File: config.mk
export PLATFORM = sky130hd
export DESIGN_NAME = cla_adder16
export DESIGN_NICKNAME = d
export VERILOG_FILES = /design/src/rtl/cla_pkg.sv /design/src/rtl/cla4_block.sv /design/src/rtl/cla_adder16.sv
export SDC_FILE = /design/constraint.sdc
export NUM_CORES = 1
export LEC_CHECK = 0
export ABC_AREA = 1
export CORE_MARGIN = 5
export CORE_UTILIZATION = 41
export CTS_CLUSTER_DIAMETER = 120
export CTS_CLUSTER_SIZE = 16
export DETAILED_ROUTE_END_ITERATION = 16
export DONT_BUFFER_PORTS = 1
export PLACE_DENSITY = 0.66
export SLEW_MARGIN = 20
export SYNTH_ARGS = -nofsm -noshare
export SYNTH_HDL_FRONTEND = slang
export SYNTH_HIERARCHICAL = 1
export SYNTH_SLANG_ARGS = --single-unit
File: constraint.sdc
create_clock -name clk -period 2.85 [get_ports clk]
set_input_delay 0.7125 -clock clk [delete_from_list [all_inputs] [get_ports clk]]
set_output_delay 0.7125 -clock clk [all_outputs]
set_load 0.05 [all_outputs]
File: src/rtl/cla_pkg.sv
// -----------------------------------------------------------------------------
// cla_pkg
// Shared constants and types for the 16-bit two-level carry-lookahead adder.
//   CLA_WIDTH : operand width (16)
//   CLA_GRP   : bits per lookahead group (4)
//   CLA_NGRP  : number of groups (4)
//   cla_word_t: operand/sum word
//   cla_pg_t  : group propagate/generate pair
// -----------------------------------------------------------------------------
package cla_pkg;

    localparam int CLA_WIDTH = 16;
    localparam int CLA_GRP   = 4;
    localparam int CLA_NGRP  = 4;

    typedef logic [CLA_WIDTH-1:0] cla_word_t;

    typedef struct packed {
        logic p;
        logic g;
    } cla_pg_t;

endpackage

File: src/rtl/cla4_block.sv
// -----------------------------------------------------------------------------
// cla4_block
// Purely combinational 4-bit carry-lookahead slice. All internal carries are
// flat sum-of-products of the bit generate/propagate terms and the slice
// carry-in, so no carry ripples from bit to bit.
// Ports:
//   a, b  (in,  4) operand slices
//   ci    (in,  1) carry into bit 0 of the slice
//   s     (out, 4) sum slice
//   P     (out, 1) group propagate
//   G     (out, 1) group generate
//   c3    (out, 1) carry into the top bit of the slice (signed-overflow tap)
// -----------------------------------------------------------------------------
module cla4_block
    import cla_pkg::*;
(
    input  logic [CLA_GRP-1:0] a,
    input  logic [CLA_GRP-1:0] b,
    input  logic               ci,
    output logic [CLA_GRP-1:0] s,
    output logic               P,
    output logic               G,
    output logic               c3
);

    logic [CLA_GRP-1:0] g;
    logic [CLA_GRP-1:0] p;
    logic [CLA_GRP-1:0] c;

    assign g = a & b;
    assign p = a ^ b;

    assign c[0] = ci;
    assign c[1] = g[0] | (p[0] & ci);
    assign c[2] = g[1] | (p[1] & g[0]) | (p[1] & p[0] & ci);
    assign c[3] = g[2] | (p[2] & g[1]) | (p[2] & p[1] & g[0])
                | (p[2] & p[1] & p[0] & ci);

    assign G = g[3] | (p[3] & g[2]) | (p[3] & p[2] & g[1])
             | (p[3] & p[2] & p[1] & g[0]);
    assign P = &p;

    assign s  = p ^ c;
    assign c3 = c[3];

endmodule

File: src/rtl/cla_adder16.sv
// -----------------------------------------------------------------------------
// cla_adder16
// 16-bit two-level carry-lookahead adder with registered outputs (1-cycle
// latency, one add per cycle). Four cla4_block slices produce group P/G; the
// second-level lookahead here forms C4..C16 directly from P/G and cin.
// Optional feature macro: CLA_OVF_EN adds the registered signed-overflow
// output ovf.
// Ports:
//   clk   (in,  1)  rising-edge clock
//   reset (in,  1)  synchronous active-high reset, clears all outputs
//   A, B  (in,  16) unsigned operands
//   cin   (in,  1)  carry-in
//   sum   (out, 16) registered (A + B + cin) mod 2^16
//   cout  (out, 1)  registered carry-out (bit 16)
//   ovf   (out, 1)  registered signed overflow (CLA_OVF_EN only)
// -----------------------------------------------------------------------------
module cla_adder16
    import cla_pkg::*;
(
    input  logic        clk,
    input  logic        reset,
    input  logic [15:0] A,
    input  logic [15:0] B,
    input  logic        cin,
    output logic [15:0] sum,
    output logic        cout
`ifdef CLA_OVF_EN
    ,
    output logic        ovf
`endif
);

    cla_pg_t [CLA_NGRP-1:0] grp_pg;
    logic    [CLA_NGRP-1:0] gp;
    logic    [CLA_NGRP-1:0] gg;
    logic    [CLA_NGRP-1:0] grp_c3;
    logic    [CLA_NGRP:0]   gc;     // gc[k] = carry into group k, gc[4] = C16
    cla_word_t              s_w;

    cla_word_t sum_d, sum_q;
    logic      cout_d, cout_q;

    for (genvar k = 0; k < CLA_NGRP; k++) begin : g_grp
        cla4_block u_blk (
            .a  (A[k*CLA_GRP +: CLA_GRP]),
            .b  (B[k*CLA_GRP +: CLA_GRP]),
            .ci (gc[k]),
            .s  (s_w[k*CLA_GRP +: CLA_GRP]),
            .P  (grp_pg[k].p),
            .G  (grp_pg[k].g),
            .c3 (grp_c3[k])
        );
        assign gp[k] = grp_pg[k].p;
        assign gg[k] = grp_pg[k].g;
    end

    // Second-level lookahead: each group carry is a flat SOP of G/P and cin.
    assign gc[0] = cin;
    assign gc[1] = gg[0] | (gp[0] & cin);
    assign gc[2] = gg[1] | (gp[1] & gg[0]) | (gp[1] & gp[0] & cin);
    assign gc[3] = gg[2] | (gp[2] & gg[1]) | (gp[2] & gp[1] & gg[0])
                 | (gp[2] & gp[1] & gp[0] & cin);
    assign gc[4] = gg[3] | (gp[3] & gg[2]) | (gp[3] & gp[2] & gg[1])
                 | (gp[3] & gp[2] & gp[1] & gg[0])
                 | (gp[3] & gp[2] & gp[1] & gp[0] & cin);

    assign sum_d  = s_w;
    assign cout_d = gc[4];

    always_ff @(posedge clk) begin
        if (reset) begin
            sum_q  <= '0;
            cout_q <= 1'b0;
        end else begin
            sum_q  <= sum_d;
            cout_q <= cout_d;
        end
    end

    assign sum  = sum_q;
    assign cout = cout_q;

`ifdef CLA_OVF_EN
    logic ovf_d, ovf_q;
    logic unused_c3_lo;

    // Overflow when the carry into the sign bit differs from the carry out.
    assign ovf_d        = gc[4] ^ grp_c3[CLA_NGRP-1];
    assign unused_c3_lo = ^grp_c3[CLA_NGRP-2:0];

    always_ff @(posedge clk) begin
        if (reset) begin
            ovf_q <= 1'b0;
        end else begin
            ovf_q <= ovf_d;
        end
    end

    assign ovf = ovf_q;
`else
    // Slice top-bit carries only feed the overflow logic.
    logic unused_c3;
    assign unused_c3 = ^grp_c3;
`endif

endmodule

==> flow_metrics.tcl <==
set metrics [dict create \
    synth_fp_nets 249 \
    vias 1068 \
    clk_pin_slew_worst_paths_ns 0.10 \
    p_per_area_nw_per_um2 505 \
    fin_util_pct 45.5 \
    drt_iter0_markers 43 \
    cts.repair.resized 0 \
    fin_area_sq_um 1410 \
    status "finished, final reports clean" \
    finalSetupTns_ns 0 \
    io_buffers 0 \
    synth-seq-area-share_pct 25.2 \
    drv_slew 0 \
    setup_viol 0 \
    max_clock_freq_mhz 418 \
    maxCapViolations 0 \
    finalWorstSetupSlack_ns 0.459 \
    coreArea_sq_um 3100 \
    critical_path_arrival_ns 2.62 \
    cts_buffers 3 \
    hold_viol 0 \
    final_cell_mix "inv_1 (44), nand2_1 (31), nor2_1 (24)" \
    grt_pass1_vias 1004 \
    grt_max_degree 18 \
    ant_nets 0 \
    avgViaCountPerCell 4.45 \
    place_area_sq_um 1390 \
    clockBufferDepth 2 \
    drc 0 \
    routed_wl_mm 2.38 \
    place_hpwl_mm 2.06 \
    max_slew.worst_pin.slew_ns 0.500 \
    crit_path_start_kind "input pin" \
    end_kind "register" \
    worstPathRequired_ns 3.08 \
    layout.cells.most_common "inv_1" \
    leakage_uw 0.000783 \
    fp.dieArea_sq_um 4550 \
    start_util_pct 43.6 \
    rsz0062_at_grt "false" \
    synthToLayoutAreaGrowth_pct 4.35 \
    htreeDepth 1 \
    critical_path_class "input pin to register" \
    crit_start "A[1]" \
    io-pin-count 52 \
    grt_pass1_wl_mm 4.08 \
    diodes 0 \
    clock_tree.root_cell "clkbuf_4" \
    path_max_fanout 6 \
    ctsHoldBuffers 0 \
    antenna_found_initial 0 \
    slew_headroom_pct 66.6 \
    dieHeight_um 67.4 \
    worstHoldPathType "input pin to register" \
    peakVddDrop_mv 0.152 \
    final_layout_size_suffix_gt1_share_pct 10.7 \
    ys_ff_latch 17 \
    cts_setup_buffers 0 \
    track_usage_pct 11.6 \
    min_from "reset" \
    pre_cts_slack_ns 0.160 \
    wl_per_cell_um 9.92 \
    yosys_warnings 6 \
    yosysUniqueCellTypes 16 \
    syn_avg_cell_area_sq_um 6.97 \
    grt_overflow 0 \
    netlist_instances 194 \
    first_pass_iters 4 \
    die_w_um 67.4 \
    synth.cell_area_sq_um 1350 \
    fp-row-count 20 \
    period_needed_ns 2.39 \
    whs_ns 0.482 \
    cts_tree "done" \
    gp_congestion 0.726 \
    post-route-period-util_pct 83.9 \
    fin_nets 252 \
    clkSinkCount 17 \
]
flip-flops by register name (all words and copies together) (netlist names):
signal / flops
sum: 16
cout: 1
worst max-delay path, cell delays in order:
cell and delay (ns):
ha_1 0.35, nand2_1 0.07, nand2_1 0.08, nand2_2 0.07
o21bai_1 0.14, inv_1 0.06, nand2_2 0.11, nand2_1 0.08
a21oi_1 0.22, inv_1 0.08, fa_1 0.38, xnor2_1 0.14
inv_1 0.05, nor2_1 0.07
per-layer routing:
| layer | track usage (%) | wire length [um] | vias up | share of wire [%] |
|---|---|---|---|---|
| met5 | 0 | 0 | - | 0 |
| met4 | 5.32 | 0 | 0 | 0 |
| met3 | 2.50 | 175 | 0 | 7.3 |
| met2 | 18.5 | 1110 | 30 | 47 |
| met1 | 14.7 | 1090 | 446 | 46 |
| li1 | - | - | 592 | - |
cell usage after synthesis:
| library cell | count | area [sq um] |
|---|---|---|
| inv_1 | 44 | 165 |
| nand3_1 | 12 | 60.1 |
| a21oi_1 | 6 | 30.0 |
| xnor2_1 | 4 | 35.0 |
| or2_1 | 4 | 25.0 |
| fa_1 | 4 | 80.1 |
| nor2_1 | 24 | 90.1 |
| nand2_1 | 31 | 116 |
| nor2_2 | 1 | 6.26 |
| ha_1 | 16 | 200 |
| dfxtp_1 | 17 | 340 |
| o21bai_1 | 4 | 30.0 |
| buf_6 | 2 | 22.5 |
| nor3_1 | 4 | 20.0 |
| nand4_1 | 4 | 25.0 |
| nand2_2 | 17 | 106 |
area by class of cell:
type / instances / area (sq um)
tap: 44 / 55.1
sequential: 17 / 340
clock buffer: 4 / 26.3
fill: 341 / 1690
multi-input combinational: 131 / 825
inverter: 44 / 165
final timing paths:
check / endpoint / slack (ns) / cells after the start
worst max-delay path: sum[13] / 0.46 / 14
worst min-delay path: sum[6] / 0.48 / 1
logic make-up (layout without fill, tap and decap cells):
logic type               Yosys count  in the layout  synth area share (%)
AO/OA/AOI/OAI                     10             10                  4.44
XOR/XNOR                           4              4                  2.59
adder cells (fa/ha/maj)           20             20                  20.7
buffers and inverters             46             48                  13.9
flip-flops                        17             17                  25.2
AND/OR/NAND/NOR                   97             97                  33.2
stage by stage:
stage | total power, uW | std cells
after global placement | 591 | 236
after CTS | 725 | 240
after detailed placement | 594 | 236
after floorplan | 566 | 194
after global routing | 770 | 240
final | 712 | 240
power breakdown:
| part | switching [uW] | total [uW] | leakage, uW | internal [uW] |
|---|---|---|---|---|
| logic | 118 | 202 | 0.000626 | 84.3 |
| registers | 115 | 383 | 0.000141 | 267 |
| clock network | 73.2 | 128 | 0.0000150 | 54.3 |
| total | 306 | 712 | 0.000783 | 406 |
(Power assumes the default switching activity.)
